## src/rtl/pc_control.sv

```systemverilog
// Next-PC selection and PC register for the WISC fetch stage.
// Chooses sequential, PC-relative branch, register branch or hold, registered once per cycle.
module pc_control (
  input  logic        clk,
  input  logic        rst,
  input  logic [1:0]  opcode,
  input  logic [2:0]  C,
  input  logic [8:0]  I,
  input  logic [2:0]  F,
  input  logic [15:0] PC_in,
  input  logic [15:0] data_in,
  output logic [15:0] PC_out,
  output logic        taken
);

  typedef enum logic [1:0] {
    OpSeq = 2'b00,
    OpB   = 2'b01,
    OpBr  = 2'b10,
    OpHlt = 2'b11
  } pc_op_e;

  logic        flag_z, flag_v, flag_n;
  logic        cond;
  logic [15:0] seq;
  logic [15:0] b_off;
  logic [15:0] nxt;
  logic        taken_nxt;

  assign flag_z = F[2];
  assign flag_v = F[1];
  assign flag_n = F[0];

  assign seq   = PC_in + 16'd2;
  // Word offset: sign-extend the 9-bit field, then scale to a byte offset.
  assign b_off = {{6{I[8]}}, I, 1'b0};

  always_comb begin
    cond = 1'b0;
    case (C)
      3'b000:  cond = ~flag_z;
      3'b001:  cond = flag_z;
      3'b010:  cond = ~flag_z & ~flag_n;
      3'b011:  cond = flag_n;
      3'b100:  cond = flag_z | ~flag_n;
      3'b101:  cond = flag_n | flag_z;
      3'b110:  cond = flag_v;
      default: cond = 1'b1;
    endcase
  end

  always_comb begin
    nxt       = seq;
    taken_nxt = 1'b0;
    case (pc_op_e'(opcode))
      OpSeq: nxt = seq;
      OpB: begin
        nxt       = cond ? (seq + b_off) : seq;
        taken_nxt = cond;
      end
      OpBr: begin
        nxt       = cond ? data_in : seq;
        taken_nxt = cond;
      end
      OpHlt: nxt = PC_in;
      default: begin
        nxt       = seq;
        taken_nxt = 1'b0;
      end
    endcase
  end

  always_ff @(posedge clk or posedge rst) begin
    if (rst) begin
      PC_out <= 16'h0000;
      taken  <= 1'b0;
    end else begin
      PC_out <= nxt;
      taken  <= taken_nxt;
    end
  end

endmodule

```

## config.mk

```make
export PLATFORM = sky130hd
export DESIGN_NAME = pc_control
export DESIGN_NICKNAME = d
export VERILOG_FILES = /design/src/rtl/pc_control.sv
export SDC_FILE = /design/constraint.sdc
export NUM_CORES = 1
export LEC_CHECK = 0
export BUFFER_PORTS_ARGS = -buffer_cell sky130_fd_sc_hd__buf_4
export CORE_MARGIN = 3
export CORE_UTILIZATION = 52
export DETAILED_ROUTE_END_ITERATION = 7
export PLACE_DENSITY = 0.77
export SLEW_MARGIN = 25
export SYNTH_ARGS = -nofsm -noshare
export SYNTH_HDL_FRONTEND = slang
export SYNTH_SLANG_ARGS = --single-unit
```

## constraint.sdc

```tcl
create_clock -name clk -period 0.8 [get_ports clk]
set_clock_uncertainty 0.1 [all_clocks]
set_input_delay 0.04 -clock clk [delete_from_list [all_inputs] [get_ports clk]]
set_output_delay 0.04 -clock clk [all_outputs]
set_load 0.005 [all_outputs]
```

==> impl_metrics.ini, run 1 <==
[status]
status = aborted with a tool error
stop_stage = clock tree synthesis
firstError = [ERROR DPL-0038] Utilization greater than 100%, impossible to legalize

[logic_synthesis]
syn_area_um2 = 2190
synth_edf_count = 0
ys.flop_type = dfrtp_1
avgSynthCellArea_um2 = 8.07
synth_cells = 272
syn_nets = 344
synth-seq-cells = 17
synth_cell_types = 62
ys_warn_count = 0
ys_seq_area_share_pct = 19.4
synthArstFlopShare_pct = 100

[floorplan]
io_pins = 68
fp-row-count = 22
fp.dieW_um = 71.0
start_util_pct = 56.9
die_height_um = 71.0

[clock_tree]
clock-sinks = 17
cts_buffers = 3
postCtsHoldBufs = 1
cts_buffer_depth = 2
cts_setup_buffers = 9
htree_levels = 1
cts_resized = 78
cts_root_buffer = clkbuf_8

[placement]
hpwlAfterDp_um = 7660
port_buffers = 67
dp_cells = 474
gp_congestion = 0.924
[kinds of logic after synthesis]
kind of cell    Yosys count  share of synthesized area, %
mux                       3                          1.54
xor+xnor                 21                          8.38
buf+inv                  21                          4.67
flops                    17                          19.4
simple gates             91                          22.4
fa+ha+maj                21                          12.3
compound gates           98                          31.4
[synthesized netlist by cell type (8+ instances only)]
cell / count / area share, %
a21oi_1: 15 / 3.4
o21ai_0: 19 / 4.3
xor2_1: 12 / 4.8
o211ai_1: 11 / 3.8
ha_1: 20 / 11
nand2_1: 21 / 3.6
xnor2_1: 9 / 3.6
dfrtp_1: 17 / 19
a21o_1: 8 / 2.7
nand3_1: 10 / 2.3
nor2_1: 18 / 3.1
inv_1: 9 / 1.5
[stage by stage]
stage,instance area (µm²),utilization [%],worst slack [ns]
after global placement,3550,92.2,-1.82
after detailed placement,3550,92.2,-1.98
after floorplan,2330,-,-1.69
==> run 2: changes to the inputs <==
--- a/config.mk
+++ b/config.mk
@@ -7,9 +7,9 @@
 export LEC_CHECK = 0
 export BUFFER_PORTS_ARGS = -buffer_cell sky130_fd_sc_hd__buf_4
 export CORE_MARGIN = 3
-export CORE_UTILIZATION = 52
+export CORE_UTILIZATION = 40
 export DETAILED_ROUTE_END_ITERATION = 7
-export PLACE_DENSITY = 0.77
+export PLACE_DENSITY_LB_ADDON = 0.15
 export SLEW_MARGIN = 25
 export SYNTH_ARGS = -nofsm -noshare
 export SYNTH_HDL_FRONTEND = slang
==> impl_metrics.ini, run 2 <==
[status]
status = complete, but fails checks
violations = negative hold slack, negative setup slack

[timing]
fmax_mhz = 415
fin_ws_ns = -1.61
whs_ns = -0.0829
finalSetupTns_ns = -20.11
finalSetupViolations = 34
report.final.slew_viol_count = 0
worst_slew_pin_slew_ns = 0.400
fin_crit_sh_pct = 301
slew_headroom_pct = 73.3
hold_violations = 7
post-route-min-period_ns = 2.41
rsz0062_at_grt = true

[clock_tree]
htree_levels = 1
cts_root_buffer = clkbuf_8
cts_buffer_depth = 2
postCtsHoldBufs = 1
clock-sinks = 17
clk_pin_slew_ns = 0.08
cts_tree = yes
cts_buffers = 3

[finish]
top_register = PC_out
layout_common_cells = buf_4 (142), buf_6 (36), nand2_1 (18)
largest_reg_flops = 16
drive_gt1_share_pct = 57.8
antennaDiodeCount = 0
synthToLayoutAreaGrowth_pct = 93.0
reg_top3 = PC_out (16), taken (1)
final_common_cell = buf_4
layout.nets = 519

[power]
power_leakage_nw = 1.94
power.total_w = 0.00471
irDropWorstVdd_v = 0.000792
p_per_area_nw_per_um2 = 1110

[logic_synthesis]
synth-seq-cells = 17
yosys-top-cells-area = dfrtp_1 (19%), ha_1 (11%), xor2_1 (4.8%), o21ai_0 (4.3%), o211ai_1 (3.8%)
ys_warn_count = 0
yosysTopAreaCell = dfrtp_1
syn_area_um2 = 2190
ys.flop_type = dfrtp_1
syn_nets = 344
synth_edf_count = 0
synth_cell_types = 62
ys_seq_area_share_pct = 19.4
yosys.area.top_type_share_pct = 19.4
synthArstFlopShare_pct = 100
avgSynthCellArea_um2 = 8.07
synth_common_cells = nand2_1 (21), ha_1 (20), o21ai_0 (19)
synth_cells = 272
yosysMostFrequentCell = nand2_1

[worst_setup_path]
worst_ep_required_time_ns = 0.89
path_max_fanout = 5
worstPathArrival_ns = 2.50
cp-startpoint = PC_in[1]
critical_path.endpoint = PC_out[15]
crit_top_cell = a21o_1
path_cells = buf_8 > nand4_1 > nor2_4 > buf_4 > nand2_1 > xnor2_1 > ha_1 > a21o_1 > a21o_1 > a2111o_1 > a21o_1 > a41o_1 > nor3_2
slowest_stage = a2111o_1
crit_path_end_kind = flop
crit_type = in -> reg
cpPeakStageDelay_ns = 0.43
start_kind = primary input

[routing]
drc = 0
firstDrtPassIters = 5
via_per_inst = 5.91
drtIter0Drc = 249
drt-total-wl_um = 9850
wl_per_cell_um = 19.1
num_vias = 3050
drtAntennaViolNets = 0

[placement]
port_buffers = 67
gp_congestion = 0.839
hpwlAfterDp_um = 6240

[floorplan]
die_area_um2 = 6410
die_height_um = 80.1
start_util_pct = 42.2
io_pins = 68
fp.dieW_um = 80.1
fp-row-count = 26
core_area_um2 = 5200

[global_routing]
grt_usage_pct = 26.7
grt_pass1_wl_um = 13400
first_global_vias = 2919
antenna_found_initial = 0
overflow = 0
grt_start_max_net_pins = 18

[run]
cap_violations = 0

[worst_hold_path]
hp-class = in -> reg
-- run 2: cell counts after synthesis --
Identical to the previous run, type by type.
-- run 2: per-stage QoR --
stage               hold WS (ns)  utilization, %  cells  area (µm²)  setup slack (ns)
detailed placement       -0.0128            68.7    494        3580             -1.95
global route             -0.0614            81.4    516        4240             -1.69
CTS                      -0.0808            75.9    509        3950             -1.57
global placement         -0.0169            68.7    494        3580             -1.87
finish                   -0.0829            81.4    516        4240             -1.61
floorplan                 -0.134               -    272        2330             -1.69
-- run 2: cells by family after synthesis --
kind of cell	synth area share, %
flops	19.4
buf+inv	4.67
xor+xnor	8.38
fa+ha+maj	12.3
simple gates	22.4
mux	1.54
compound gates	31.4
-- run 2: critical path: cells and delay by family --
kind,cells,cell delay (ns)
buf+inv,2,0.25
simple gates,4,0.68
compound gates,5,1.18
xor+xnor,1,0.15
fa+ha+maj,1,0.20
-- run 2: per-layer routing --
layer | wire (µm) | GRT usage (%) | share of wire [%] | vias up
met5 | 0 | 0 | 0 | -
li1 | - | - | - | 1385
met4 | 407 | 9.97 | 4.1 | 0
met2 | 5050 | 49.4 | 51 | 166
met3 | 660 | 3.25 | 6.7 | 40
met1 | 3730 | 30.9 | 38 | 1459
-- run 2: how the worst min path moves through the flow --
stage / start / endpoint / slack, ns / cells past startpoint
floorplan: rst / PC_out[0] / -0.13 / 1
global placement: rst / PC_out[4] / -0.02 / 3
detailed placement: rst / PC_out[4] / -0.01 / 3
CTS: PC_in[0] / PC_out[0] / -0.08 / 3
global route: PC_in[0] / PC_out[0] / -0.06 / 3
finish: PC_in[0] / PC_out[0] / -0.08 / 3
-- run 2: what timing repair did --
action | in CTS | in global routing
endpoints found under the setup margin | 34 | 34
gates resized for setup | 66 | 43
pin swaps | 47 | 48
endpoints found under the hold margin | 25 | 8
buffers inserted | 12 | 9
-- run 2: area by class of cell --
type	count	area, µm²
fill	315	968
multi-input combinational	234	2110
clock buffer	4	45.0
inverter	9	36.3
sequential	17	425
tap	70	87.6
timing repair buffer	182	1530
-- run 2: report_power, final --
part	switching [W]	leakage, nW	internal [W]	total [W]
registers	0.0000558	0.211	0.000974	0.00103
logic	0.00134	1.70	0.00160	0.00295
clock network	0.000374	0.0228	0.000357	0.000731
Note: power is estimated with default switching activity, not from simulation.
